$ cat src/rtl/fisc_mem_arbiter_pkg.sv
// -----------------------------------------------------------------------------
// fisc_mem_arbiter_pkg
// Shared definitions for the FISC memory arbiter slice:
//   - FISC width constants (integer word and memory word-address widths)
//   - default DATA_W / ADDR_W for the arbiter
//   - width of the read-latency counter
//   - arbiter FSM state encoding (IDLE is all-zero so a reset state reads 0)
// -----------------------------------------------------------------------------
package fisc_mem_arbiter_pkg;

   localparam int FISC_INTEGER_SZ = 64;
   localparam int FISC_ADDR_SZ    = 16;

   localparam int ARB_DATA_W_DEF  = FISC_INTEGER_SZ;
   localparam int ARB_ADDR_W_DEF  = FISC_ADDR_SZ;

   // Holds RD_LAT-1 for the legal RD_LAT range 1..7.
   localparam int ARB_LAT_W       = 3;

   typedef enum logic [1:0] {
      ARB_IDLE  = 2'd0,
      ARB_ISSUE = 2'd1,
      ARB_WAIT  = 2'd2,
      ARB_DONE  = 2'd3
   } arb_state_t;

endpackage

$ cat src/rtl/fisc_rr_arb2.sv
// -----------------------------------------------------------------------------
// fisc_rr_arb2
// Two-way round-robin picker, purely combinational.
//   req[1:0] : in  - request per port
//   last     : in  - index of the port granted most recently
//   gnt[1:0] : out - one-hot grant (all-zero when nothing requests)
// A lone requester always wins; on a tie the port that was not granted last
// wins.
// -----------------------------------------------------------------------------
module fisc_rr_arb2 (
   input  logic [1:0] req,
   input  logic       last,
   output logic [1:0] gnt
);

   always_comb begin
      gnt = 2'b00;
      if (req == 2'b11) begin
         gnt = last ? 2'b01 : 2'b10;
      end else begin
         gnt = req;
      end
   end

endmodule

$ cat src/rtl/fisc_mem_arbiter.sv
// -----------------------------------------------------------------------------
// fisc_mem_arbiter
// Arbitrates two requesters (port 0 = instruction fetch, port 1 = load/store)
// onto a single-ported memory with a fixed read latency of RD_LAT cycles.
//
// Ports:
//   clk, reset_n          : clock (rising edge), synchronous active-low reset
//   hold_n                : 0 blocks new grants; an in-flight access finishes
//   req0/1, we0/1         : request, write(1)/read(0) per port
//   addr0/1, wdata0/1     : word address and write data per port
//   ack0/1                : one-cycle completion pulse per port
//   rdata0/1              : last read data captured for the port
//   mem_rd, mem_wr        : single-cycle memory strobes (only in ISSUE)
//   mem_addr, mem_wdata   : memory address / write data (driven in ISSUE)
//   mem_rdata             : memory read data, valid RD_LAT cycles after mem_rd
//   busy                  : high whenever the FSM is not in IDLE
//   dbg_state             : current FSM state
//
// Requester handshake: a requester raises reqN with weN/addrN/wdataN and keeps
// all of them stable until ackN pulses; it drops reqN on the edge that ends
// the ack cycle. req is only sampled in IDLE, so a request raised mid-access
// simply waits and is picked up on the next return to IDLE.
//
// Timing from the IDLE cycle in which a request is granted (cycle 0):
//   write: ISSUE(1) DONE(2)
//   read : ISSUE(1) WAIT(2 .. 1+RD_LAT) DONE(2+RD_LAT)
// -----------------------------------------------------------------------------
module fisc_mem_arbiter
   import fisc_mem_arbiter_pkg::*;
#(
   parameter int DATA_W = ARB_DATA_W_DEF,
   parameter int ADDR_W = ARB_ADDR_W_DEF,
   parameter int RD_LAT = 1
) (
   input  logic              clk,
   input  logic              reset_n,
   input  logic              hold_n,
   input  logic              req0,
   input  logic              req1,
   input  logic              we0,
   input  logic              we1,
   input  logic [ADDR_W-1:0] addr0,
   input  logic [ADDR_W-1:0] addr1,
   input  logic [DATA_W-1:0] wdata0,
   input  logic [DATA_W-1:0] wdata1,
   output logic              ack0,
   output logic              ack1,
   output logic [DATA_W-1:0] rdata0,
   output logic [DATA_W-1:0] rdata1,
   output logic              mem_rd,
   output logic              mem_wr,
   output logic [ADDR_W-1:0] mem_addr,
   output logic [DATA_W-1:0] mem_wdata,
   input  logic [DATA_W-1:0] mem_rdata,
   output logic              busy,
   output arb_state_t        dbg_state
);

   // WAIT counts down from RD_LAT-1 to 0; the zero cycle is the one in which
   // mem_rdata is valid.
   localparam logic [ARB_LAT_W-1:0] LAT_LOAD = ARB_LAT_W'(RD_LAT - 1);

   arb_state_t           state_q, state_d;
   logic                 grant_take;
   logic [1:0]           gnt;
   logic                 last_q;     // port granted most recently
   logic                 port_q;     // port owning the current access
   logic                 we_q;
   logic [ADDR_W-1:0]    addr_q;
   logic [DATA_W-1:0]    wdata_q;
   logic [ARB_LAT_W-1:0] lat_cnt_q;
   logic [DATA_W-1:0]    rdata0_q, rdata1_q;

   fisc_rr_arb2 u_rr (
      .req  ({req1, req0}),
      .last (last_q),
      .gnt  (gnt)
   );

   // State register
   always_ff @(posedge clk) begin
      if (!reset_n) begin
         state_q <= ARB_IDLE;
      end else begin
         state_q <= state_d;
      end
   end

   // Next state and outputs
   always_comb begin
      state_d    = state_q;
      grant_take = 1'b0;
      mem_rd     = 1'b0;
      mem_wr     = 1'b0;
      mem_addr   = '0;
      mem_wdata  = '0;
      ack0       = 1'b0;
      ack1       = 1'b0;
      busy       = 1'b1;

      case (state_q)
         ARB_IDLE: begin
            busy = 1'b0;
            if (hold_n && (req0 || req1)) begin
               grant_take = 1'b1;
               state_d    = ARB_ISSUE;
            end
         end
         ARB_ISSUE: begin
            mem_addr  = addr_q;
            mem_wdata = wdata_q;
            mem_wr    = we_q;
            mem_rd    = !we_q;
            state_d   = we_q ? ARB_DONE : ARB_WAIT;
         end
         ARB_WAIT: begin
            if (lat_cnt_q == '0) begin
               state_d = ARB_DONE;
            end
         end
         ARB_DONE: begin
            ack0    = !port_q;
            ack1    = port_q;
            state_d = ARB_IDLE;
         end
         default: begin
            state_d = ARB_IDLE;
         end
      endcase
   end

   // Grant latch, latency counter and per-port read data
   always_ff @(posedge clk) begin
      if (!reset_n) begin
         last_q    <= 1'b1;        // favours port 0 on the first tie
         port_q    <= 1'b0;
         we_q      <= 1'b0;
         addr_q    <= '0;
         wdata_q   <= '0;
         lat_cnt_q <= '0;
         rdata0_q  <= '0;
         rdata1_q  <= '0;
      end else begin
         if (grant_take) begin
            case (gnt)
               2'b01: begin
                  port_q  <= 1'b0;
                  last_q  <= 1'b0;
                  we_q    <= we0;
                  addr_q  <= addr0;
                  wdata_q <= wdata0;
               end
               2'b10: begin
                  port_q  <= 1'b1;
                  last_q  <= 1'b1;
                  we_q    <= we1;
                  addr_q  <= addr1;
                  wdata_q <= wdata1;
               end
               default: begin
               end
            endcase
         end

         if (state_q == ARB_ISSUE) begin
            lat_cnt_q <= LAT_LOAD;
         end else if ((state_q == ARB_WAIT) && (lat_cnt_q != '0)) begin
            lat_cnt_q <= lat_cnt_q - 1'b1;
         end

         if ((state_q == ARB_WAIT) && (lat_cnt_q == '0)) begin
            if (port_q) begin
               rdata1_q <= mem_rdata;
            end else begin
               rdata0_q <= mem_rdata;
            end
         end
      end
   end

   assign rdata0    = rdata0_q;
   assign rdata1    = rdata1_q;
   assign dbg_state = state_q;

endmodule

$ cat config.mk
export PLATFORM = sky130hd
export DESIGN_NAME = fisc_mem_arbiter
export DESIGN_NICKNAME = d
export VERILOG_FILES = /design/src/rtl/fisc_mem_arbiter_pkg.sv /design/src/rtl/fisc_rr_arb2.sv /design/src/rtl/fisc_mem_arbiter.sv
export SDC_FILE = /design/constraint.sdc
export NUM_CORES = 1
export LEC_CHECK = 0
export CORE_AREA = 2 2 174 176
export DETAILED_ROUTE_END_ITERATION = 10
export DIE_AREA = 0 0 176 178
export GPL_TIMING_DRIVEN = 0
export PLACE_DENSITY = 0.72
export SLEW_MARGIN = 20
export SYNTH_ARGS = -nofsm -noshare
export SYNTH_HDL_FRONTEND = slang
export SYNTH_SLANG_ARGS = --single-unit
$ cat constraint.sdc
create_clock -name clk -period 1.9 [get_ports clk]
set_input_delay 0.19 -clock clk [delete_from_list [all_inputs] [get_ports clk]]
set_output_delay 0.19 -clock clk [all_outputs]
set_load 0.1 [all_outputs]
# --- After elaboration in Yosys (flattened, before gate mapping) ---
# Index checks and enable logic that the tools add are counted.
totals:
  in_bits: 231
  reg_bits: 216
  out_inout_bits: 215
  elab_cells: 54
classes:
  n_mux: 19
  n_bitwise: 2
  n_reduce_logical: 15
  add_sub_neg: 1
  eq_ne: 8
ops:
  columns: ["op", "count"]
  rows:
  - ["case mux 64 bit (2 select lines)", 1]
  - ["2-to-1 mux 64 bit", 1]
  - ["case mux 16 bit (2 select lines)", 1]
  - ["2-to-1 mux 16 bit", 1]
  - ["equality test 2 bit, second input constant", 4]
  - ["2-to-1 mux 1 bit", 8]
  - ["2-to-1 mux 2 bit", 4]
  - ["case mux 2 bit (4 select lines)", 1]
  - ["AND reduction 2 bit", 4]
  - ["equality test 2 x 1 -> 1 bit, second input constant", 2]
  - ["inequality test 2 bit, second input constant", 2]
  - ["case mux 1 bit (2 select lines)", 2]
  - ["logical AND 1 bit", 3]
  - ["zero test 3 bit", 1]
  - ["nonzero test 3 bit", 1]
  - ["subtractor 3 x 1 -> 3 bit, second input constant", 1]
  - ["zero test 1 bit", 2]
  - ["zero test 2 bit", 1]
  - ["NOT 1 bit", 2]
  - ["nonzero test 2 bit", 1]
  - ["OR reduction 2 bit", 1]
  - ["logical OR 1 bit", 1]

# --- Depth between registers and ports, before layout ---
# Gate-level depths: netlist of the first run.
depth:
  ltp_word: 5
  mapped_depth: 8
  depth_no_buf: 6

# --- By module ---
# A second synthesis of the first run with hierarchy kept.
hier_totals:
  cells_unflattened: 1074
  hier_area_um2: 9346.5
modules_own_cells:
  columns: ["module", "cells_per_inst", "instances", "seq_area_each_um2", "area_each_um2"]
  rows:
  - ["fisc_mem_arbiter", 1071, 1, 4324.1, 9327.7]
  - ["fisc_rr_arb2", 3, 1, 0.0, 18.8]

# --- Worst setup path before layout of the first run ---
# Ideal clock, no wire load.
synth_timing:
  path_type: "register to output"
  startpoint: "register state_q[0] (netlist: dbg_state[0])"
  endpoint: "output port mem_rd"
  path_buffers: 1
  path_slack_ns: -1.240
  arrival_time_ns: 2.950
  required_ns: 1.710
  path_stages_with_launch: 4
  path_cell_list: "dfxtp_1 ha_1 clkbuf_1 nor2b_1"
synth_between:
  elab_chain_len: 2
synth_lines:
  columns: ["item", "line", "rtl"]
  rows:
  - ["start, declared", "fisc_mem_arbiter.sv:63", "arb_state_t state_q, state_d;"]
  - ["start signal, assigned", "fisc_mem_arbiter.sv:85", "state_q <= state_d;"]
  - ["equality test 2 x 1 -> 1 bit", "fisc_mem_arbiter.sv:101", "case (state_q)"]
  - ["2-to-1 mux 1 bit", "fisc_mem_arbiter.sv:101", null]
  - ["end, declared", "fisc_mem_arbiter.sv:50", "output logic mem_rd,"]
# Every way passes these cells.

# --- Worst setup path in the final report of the first run ---
layout_timing:
  startpoint: "register state_q[0] (netlist: dbg_state[0])"
  endpoint: "output port mem_addr[0]"
layout_between:
  elab_chain_len: 2
layout_lines:
  columns: ["item", "line", "rtl"]
  rows:
  - ["equality test 2 x 1 -> 1 bit", "fisc_mem_arbiter.sv:101", null]
  - ["2-to-1 mux 16 bit", "fisc_mem_arbiter.sv:101", null]
  - ["end, declared", "fisc_mem_arbiter.sv:52", "output logic [ADDR_W-1:0] mem_addr,"]
# Every way passes these cells.

==> flow_summary_export.csv, run 1 <==
group,metric,value,unit
status,status,"finished, violations left",
status,violations,"setup timing",
detailed_routing,vias_per_cell,4.92,
min_path,min_path_cells,3,
detailed_routing,wl_per_cell,18.6,µm
timing,fmax,497,MHz
logic_synthesis,synth_nets,1312,
detailed_routing,ant_nets,0,
setup_path,reg2reg_depth,7,
logic_synthesis,synth_edf_count,0,
layout,fin_cells,1972,
die,coreArea,29400,µm²
grt,grt_overflow,0,
timing,period_needed,2010,ps
grt,grt_pass1_wl,54200,µm
logic_synthesis,async_flop_share,0,%
setup_path,critPathKind,"flip-flop to output port",
grt,grt_pass1_vias,9878,
logic_synthesis,ys_warn_count,0,
logic_synthesis,yosysTopAreaCellShare,46.2,%
clocking,cts_buffer_depth,3,
timing,hold_viol,0,
clocking,clock_latency,530,ps
layout,layout_common_cells,"260 x nand2_1, 230 x clkdlybuf4s50_1, 214 x dfxtp_1",
layout,final_common_cell,"nand2_1",
placement,placed_cells,1908,
timing,setup_viol,81,
placement,dp_hpwl,26600,µm
layout,nFillCells,2501,
die,row_count,63,
clocking,cts_made_buffers,24,
clocking,cts_hold_buf,0,
detailed_routing,wirelength,36600,µm
setup_path,cp.arrival,1820,ps
power,finalPower,19900,µW
grt,grtUsageTotal,22.3,%
timing,rsz0062_at_grt,"true",
logic_synthesis,synth_largest_area_cell,"dfxtp_1",
timing,tightest_slew,963,ps
timing,holdWs,244,ps
setup_path,r2r_slack,80,ps
logic_synthesis,synthFlopType,"dfxtp_1",
detailed_routing,via_count,9704,
setup_path,r2r-start,"last_q",
run,drv_cap,0,
setup_path,critPathRequiredTime,1710,ps
logic_synthesis,ys_seq_area_share,46.2,%
timing,drv_slew,0,
layout,nNetsFinal,1801,
logic_synthesis,avgSynthCellArea,8.73,µm²
logic_synthesis,ys_ff_latch,216,
clocking,h-tree-depth,1,
die,initial_utilization,31.8,%
clocking,clk_pin_slew,60,ps
min_path,hold_start,"mem_rdata[1]",
detailed_routing,drt_pre_antenna_iters,5,
power,cellPowerDensity,1210,nW/µm²
logic_synthesis,synthCells,1073,
timing,setup_ws,-113,ps
timing,finalCritPeriodShare,106,%
power,leakagePower,0.00607,µW
die,dieWidth,176,µm
setup_path,cp-end-kind,"output port",
timing,maxSlewHeadroom,36.0,%
setup_path,start_kind,"flip-flop",
clocking,cts.sinks,216,
die,dieHeight,178,µm
detailed_routing,drt_iter0_drc,411,
logic_synthesis,netlist_area,9360,µm²
placement,portBuffers,445,
placement,pre_cts_slack,-1420,ps
timing,clock_skew,25.6,ps
logic_synthesis,synth_area_leaders,"dfxtp_1 46%, a21oi_1 11%, nand2_1 10%, mux2i_1 9.0%, a211oi_1 6.5%",
die,die_area,31300,µm²
setup_path,r2r_end,"wdata_q[43]",
detailed_routing,remaining_drc_errors,0,
layout,syn2layout_area_growth,76.0,%
clocking,cts_root_buf,"clkbuf_16",
layout,final_layout_size_suffix_gt1_share,27.4,%
grt,antenna_found_initial,6,
die,num_io_pins,446,
power,irDropWorstVdd,0.854,mV
setup_path,cp_max_fo,7,
grt,grt_max_degree,14,
min_path,min_path_type,"input pin to flip-flop",
clocking,cts_tree,"built",
logic_synthesis,synth.distinct_cells,34,
placement,gp_congestion,0.870,
min_path,hold_end,"rdata0[1]",
## registers in the layout (all words and copies together), names as in the netlist
| signal | count |
|---|---|
| port_q | 1 |
| addr_q | 16 |
| last_q | 1 |
| we_q | 1 |
| dbg_state | 2 |
| rdata0 | 64 |
| lat_cnt_q | 3 |
| wdata_q | 64 |
| rdata1 | 64 |
## synth_stat cells (2+ instances only)
library cell	number
nor2b_1	3
dfxtp_1	216
clkbuf_8	5
nand3_1	2
a21oi_1	213
a211oi_1	81
nor2_1	2
and2_1	82
o31ai_1	2
buf_4	8
mux2i_1	84
clkbuf_4	4
nand2b_1	2
nand2_1	260
buf_6	32
inv_1	7
clkbuf_1	32
ha_1	8
buf_2	15
## critical path: stages, from the launching register on
cell	delay (ps)
dfxtp_4	410
ha_4	200
clkbuf_16	180
clkbuf_16	140
and2_4	180
buf_12	180
## repair_timing
action,in CTS,in global routing
cloned,10,0
endpoints found under the setup margin,292,185
resized for setup,1151,78
pin swaps,76,2
setup buffers,4,4
## worst max path at each step
stage                                to  cells after the start    startpoint  slack [ps]
after floorplan             mem_addr[9]                      4  dbg_state[0]         -80
after global placement    mem_wdata[27]                      6  dbg_state[1]       -1380
after detailed placement  mem_wdata[27]                      6  dbg_state[1]       -1420
after CTS                   mem_addr[0]                      6  dbg_state[1]        -140
after global routing      mem_wdata[28]                      6  dbg_state[1]        -170
final                       mem_addr[0]                      5  dbg_state[0]        -110
## report_power, final
| part | switching (µW) | internal (µW) | leakage [µW] |
|---|---|---|---|
| clock | 1960 | 2760 | 0.000393 |
| sequential | 374 | 5180 | 0.00175 |
| combinational | 6140 | 3460 | 0.00393 |
## per-stage QoR
step                      instance area (µm²)  util [%]  TNS (ps)
after floorplan                          9550         -     -2250
final                                   16500      56.1     -5580
after global placement                  14500      49.3   -167740
after detailed placement                14500      49.3   -174370
after global routing                    16500      56.1    -10830
after CTS                               16600      56.5     -8330
## per-layer routing
layer / global-route usage (%) / share of wire [%] / vias up
li1: - / - / 4651
met1: 23.8 / 37 / 4573
met2: 41.0 / 51 / 400
met3: 7.03 / 8.8 / 74
met4: 8.33 / 3.5 / 6
met5: 0 / 0.12 / -
## cells by family after synthesis
| logic type | count (synthesis) | synth area share, % |
|---|---|---|
| and+or+nand+nor | 358 | 17.2 |
| AOI/OAI and AO/OA | 303 | 18.6 |
| DFF | 216 | 46.2 |
| buffers and inverters | 104 | 7.95 |
| muxes | 84 | 8.98 |
| adders and majority gates | 8 | 1.07 |
## cell type report
type,instances,area [µm²],share of cell area [%]
Clock inverter,13,135,0.820
Buffer,96,920,5.58
Inverter,8,32.5,0.197
Timing Repair Buffer,463,5340,32.4
Antenna cell,3,7.51,0.0455
Clock buffer,30,664,4.03
Sequential cell,216,4330,26.3
Tap cell,390,488,2.96
Multi-Input combinational cell,753,4560,27.7
Note: power is estimated with default switching activity, not from simulation.
==> run 2, diff against run 1 <==
--- a/config.mk
+++ b/config.mk
@@ -5,11 +5,11 @@
 export SDC_FILE = /design/constraint.sdc
 export NUM_CORES = 1
 export LEC_CHECK = 0
-export CORE_AREA = 2 2 174 176
+export CORE_AREA = 2 2 172 174
 export DETAILED_ROUTE_END_ITERATION = 10
-export DIE_AREA = 0 0 176 178
+export DIE_AREA = 0 0 174 176
 export GPL_TIMING_DRIVEN = 0
-export PLACE_DENSITY = 0.72
+export PLACE_DENSITY = 0.76
 export SLEW_MARGIN = 20
 export SYNTH_ARGS = -nofsm -noshare
 export SYNTH_HDL_FRONTEND = slang
==> constraint.sdc (replaced) <==
create_clock -name clk -period 1.7 [get_ports clk]
set_input_delay 0.17 -clock clk [delete_from_list [all_inputs] [get_ports clk]]
set_output_delay 0.17 -clock clk [all_outputs]
set_load 0.1 [all_outputs]
==> flow_summary_export.csv, run 2 (synthesis gave the netlist of run 1 again) <==
group,metric,value,unit
layout,final_cell_area,18000,µm²
clocking,clk_pin_slew,60,ps
detailed_routing,wl_met2,21200,µm
detailed_routing,met1_length,14700,µm
timing,period_needed,2030,ps
detailed_routing,via_count,10110,
layout,nFillCells,2175,
detailed_routing,wl_per_cell,20.3,µm
timing,setup_tns,-42440,ps
setup_path,cp.arrival,1860,ps
timing,hold_viol,0,
layout,layout_common_cells,"245 x nand2_1, 230 x clkdlybuf4s50_1, 212 x dfxtp_1",
placement,portBuffers,445,
layout,syn2layout_area_growth,92.3,%
grt,antenna_found_initial,9,
clocking,h-tree-depth,1,
layout,nNetsFinal,1835,
grt,grt_pass1_wl,58000,µm
detailed_routing,drt_pre_antenna_iters,5,
power,cellPowerDensity,1340,nW/µm²
clocking,cts_made_buffers,24,
timing,maxSlewHeadroom,36.1,%
placement,gp_congestion,0.931,
die,num_io_pins,446,
detailed_routing,drt_iter0_drc,475,
timing,rsz0062_at_grt,"true",
die,dieHeight,176,µm
clocking,cts_root_buf,"clkbuf_16",
setup_path,cp_max_fo,7,
detailed_routing,top_layer_used,"met5",
setup_path,critPathKind,"flip-flop to output port",
timing,clock_skew,17.0,ps
clocking,cts.sinks,216,
status,violations,"setup timing",
detailed_routing,ant_nets,0,
layout,multi_input_area,4960,µm²
grt,grt_overflow,0,
timing,tightest_slew,962,ps
power,irDropWorstVdd,0.822,mV
timing,drv_slew,0,
placement,pre_cts_slack,-1230,ps
grt,grtUsageTotal,24.1,%
layout,final_layout_size_suffix_gt1_share,34.5,%
setup_path,critPathRequiredTime,1530,ps
min_path,min_path_type,"input pin to flip-flop",
placement,dpl_cell_area,14600,µm²
clocking,cts_buffer_depth,3,
timing,finalCritPeriodShare,119,%
clocking,clock_latency,520,ps
detailed_routing,wirelength,40700,µm
status,status,"finished, violations left",
layout,final_common_cell,"nand2_1",
timing,fmax,493,MHz
die,initial_utilization,32.8,%
power,leakagePower,0.00647,µW
detailed_routing,vias_per_cell,5.04,
setup_path,cp-end-kind,"output port",
power,finalPower,24200,µW
grt,grt_pass1_vias,10305,
run,drv_cap,0,
grt,grt_max_degree,14,
placement,dp_hpwl,26900,µm
clocking,cts_tree,"built",
die,dieWidth,174,µm
detailed_routing,remaining_drc_errors,0,
timing,setup_ws,-330,ps
layout,fin_cells,2005,
die,coreArea,28500,µm²
die,row_count,62,
layout,seqCellArea,4340,µm²
die,die_area,30600,µm²
placement,placed_cells,1902,
timing,setup_viol,274,
setup_path,start_kind,"flip-flop",
detailed_routing,wl_met3,3340,µm
==> run 2: changes by cell type in the layout (fill, tap and decap cells not counted), moves of 12 or more <==
| cell | previous run | this run |
|---|---|---|
| a21oi_4 | 0 | 13 |
| buf_8 | 4 | 25 |
| a21oi_1 | 213 | 176 |
| clkdlybuf4s15_1 | 12 | 0 |
| clkdlybuf4s15_2 | 67 | 128 |
| buf_4 | 18 | 35 |
| nand2_1 | 260 | 245 |
| a21oi_2 | 0 | 24 |
| a211oi_1 | 74 | 57 |
| nand2_2 | 0 | 15 |
| a211oi_2 | 7 | 24 |
| clkbuf_2 | 51 | 2 |
==> run 2: worst paths after layout <==
check                                   start      endpoint  slack (ps)  depth (start not counted)
worst max register to register   dbg_state[1]    rdata1[13]        -190                         10
worst min-delay path            mem_rdata[43]    rdata0[43]         230                          3
worst min register to register     rdata0[44]    rdata0[44]         450                          2
worst max-delay path             dbg_state[1]  mem_addr[11]        -330                          6
==> run 2: cell type report <==
| cell class | count | share of cell area (%) |
|---|---|---|
| antenna | 8 | 0.111 |
| buffer | 96 | 5.80 |
| clock inverter | 9 | 0.688 |
| inverter | 8 | 0.264 |
| multi-input combinational | 753 | 27.5 |
| sequential | 216 | 24.1 |
| tap | 384 | 2.67 |
| clock buffer | 34 | 3.89 |
| timing repair buffer | 497 | 35.0 |
==> run 2: critical path, stage by stage (launching register included) <==
cell and delay (ps):
dfxtp_4 430, inv_6 50, ha_4 180, clkbuf_16 180, clkbuf_16 160, and2_4 170
buf_12 160
==> run 2: power breakdown <==
part	total [µW]	switching (µW)	internal, µW	leakage (µW)
Combinational	12400	7480	4960	0.00430
Sequential	6290	503	5790	0.00176
Clock	5460	2150	3310	0.000409
==> run 2: layer usage <==
layer  vias to the layer above  global-route usage, %
met4                         2                   11.7
met5                         -                      0
met2                       455                   43.7
met3                        87                   7.49
met1                      4833                   25.3
li1                       4733                      -
==> run 2: timing repair <==
action                     4_1_cts  5_1_grt
setup endpoints to repair      423      296
setup buffers                    8       17
gates resized for setup       1228      137
pin swaps                       25       47
gates cloned                    13       15
hold buffers                     0        0
==> run 2: through the flow <==
step	util, %	hold WS (ps)
finish	63.1	228
global route	63.1	233
CTS	59.5	213
detailed placement	51.0	445
global placement	51.0	442
floorplan	-	259
==> run 3, diff against run 2 <==
--- a/config.mk
+++ b/config.mk
@@ -5,11 +5,12 @@
 export SDC_FILE = /design/constraint.sdc
 export NUM_CORES = 1
 export LEC_CHECK = 0
-export CORE_AREA = 2 2 172 174
+export CORE_AREA = 5 5 170 172
 export DETAILED_ROUTE_END_ITERATION = 10
-export DIE_AREA = 0 0 174 176
+export DIE_AREA = 0 0 175 177
 export GPL_TIMING_DRIVEN = 0
-export PLACE_DENSITY = 0.76
+export PLACE_DENSITY = 0.79
+export REMOVE_ABC_BUFFERS = 1
 export SLEW_MARGIN = 20
 export SYNTH_ARGS = -nofsm -noshare
 export SYNTH_HDL_FRONTEND = slang
==> flow_summary_export.csv, run 3 (synthesis gave the netlist of run 1 again) <==
group,metric,value,unit
status,status,"finished, violations left",
status,violations,"setup timing",
layout,final_common_cell,"nand2_1",
setup_path,cp-end-kind,"output port",
timing,drv_slew,0,
clocking,cts_hold_buf,0,
die,coreArea,27300,µm²
detailed_routing,wirelength,43600,µm
setup_path,r2r-start,"last_q",
die,initial_utilization,34.3,%
layout,nNetsFinal,1777,
layout,syn2layout_area_growth,81.7,%
grt,grt_overflow,0,
timing,setup_ws,-290,ps
timing,hold_viol,0,
timing,rsz0062_at_grt,"true",
setup_path,crit_buf_inv,4,
min_path,min_path_type,"input pin to flip-flop",
run,drv_cap,0,
detailed_routing,drt_pre_antenna_iters,5,
power,leakagePower,0.00639,µW
grt,grt_pass1_wl,55700,µm
setup_path,path_cells,"inv_4, ha_4, buf_12, buf_16, and2_4, buf_12",
setup_path,cp.depth,6,
power,cellPowerDensity,1450,nW/µm²
clocking,cts_root_buf,"clkbuf_16",
layout,layout_common_cells,"260 x nand2_1, 230 x clkdlybuf4s50_1, 213 x dfxtp_1",
detailed_routing,via_count,10159,
setup_path,cpMostUsedCell,"buf_12",
die,num_io_pins,446,
layout,finish.utilization,62.3,%
placement,pre_cts_slack,-1410,ps
detailed_routing,wl_per_cell,22.9,µm
detailed_routing,ant_nets,0,
clocking,h-tree-depth,1,
detailed_routing,vias_per_cell,5.33,
grt,antenna_found_initial,5,
setup_path,slowest_stage,"dfxtp_4",
detailed_routing,drt_iter0_drc,726,
setup_path,critPathRequiredTime,1530,ps
placement,dp_hpwl,23900,µm
power,irDropWorstVdd,1.23,mV
timing,period_needed,1990,ps
setup_path,critPathKind,"flip-flop to output port",
timing,finalCritPeriodShare,117,%
setup_path,crit_start,"dbg_state[1]",
grt,grt_max_degree,127,
detailed_routing,remaining_drc_errors,0,
min_path,hold_start,"mem_rdata[63]",
setup_path,start_kind,"flip-flop",
timing,clock_skew,22.5,ps
grt,grtUsageTotal,22.3,%
clocking,cts_buffer_depth,3,
timing,setup_viol,138,
clocking,cts_made_buffers,24,
layout,final_layout_size_suffix_gt1_share,34.1,%
die,dieWidth,175,µm
die,dieHeight,177,µm
timing,maxSlewHeadroom,34.1,%
timing,fmax,503,MHz
power,finalPower,24700,µW
die,die_area,31000,µm²
clocking,clk_pin_slew,60,ps
min_path,min_path_cells,3,
grt,grt_pass1_vias,9684,
setup_path,cp.arrival,1820,ps
setup_path,reg2reg_depth,8,
setup_path,critPathTopFamily,"buffers and inverters",
placement,portBuffers,445,
die,row_count,61,
setup_path,max_stage_delay,360,ps
placement,gp_congestion,0.806,
setup_path,cp_max_fo,10,
clocking,cts_tree,"built",
clocking,cts.sinks,216,
clocking,clock_latency,530,ps
timing,tightest_slew,993,ps
run 3: cell count changes in the layout (fill, tap and decap cells not counted), moves of 15 or more:
cell	change
clkbuf_2	+116
buf_8	-22
buf_6	-21
a211oi_2	+29
clkbuf_1	-22
nand2_1	+15
clkdlybuf4s15_2	-117
a211oi_1	-29
nand2_2	-15
run 3: layout make-up:
cell class	instances	area (µm²)
Sequential cell	216	4340
Clock buffer	33	696
Tap cell	346	433
Antenna cell	5	12.5
Timing Repair Buffer	533	6220
Fill cell	2047	10300
Clock inverter	9	174
Multi-Input combinational cell	755	5080
Inverter	8	61.3
run 3: per-stage QoR:
stage	hold WS [ps]	instances	instance area, µm²	setup TNS (ps)
global placement	441	1768	13500	-1067070
detailed placement	445	1786	14000	-208060
CTS	204	1846	16100	-76270
floorplan	259	977	8650	-555250
finish	228	1905	17000	-28530
global route	223	1905	17000	-35860
run 3: what timing repair did:
action,4_1_cts,5_1_grt
endpoints found under the setup margin,426,413
setup buffers,10,35
pin swaps,46,48
gates resized for setup,1011,371
endpoints found under the hold margin,0,0
cloned,8,20
run 3: tightest hold or removal path: stages:
cell and delay, ps:
clkdlybuf4s50_1 410, nand2_1 60, a21oi_1 50
run 3: path summary, 6_finish.rpt:
check                                      to  slack, ps
worst min-delay path               rdata1[63]        230
worst max-delay path            mem_wdata[59]       -290
worst max register to register    wdata_q[30]       -250
worst min register to register     rdata0[60]        450
run 3: power by group:
part	leakage, µW	switching [µW]	internal [µW]	total (µW)
Clock	0.000428	2180	3610	5780
Combinational	0.00420	7910	4760	12700
Sequential	0.00175	502	5790	6290
run 3: routing by layer:
| metal | routed length [µm] | global-route usage [%] | vias up | share of wire, % |
|---|---|---|---|---|
| li1 | - | - | 4608 | - |
| met1 | 15700 | 24.9 | 4922 | 36 |
| met2 | 22200 | 39.9 | 523 | 51 |
| met3 | 4140 | 7.88 | 106 | 9.5 |
| met4 | 1620 | 6.78 | 0 | 3.7 |
| met5 | 0 | 0 | - | 0 |
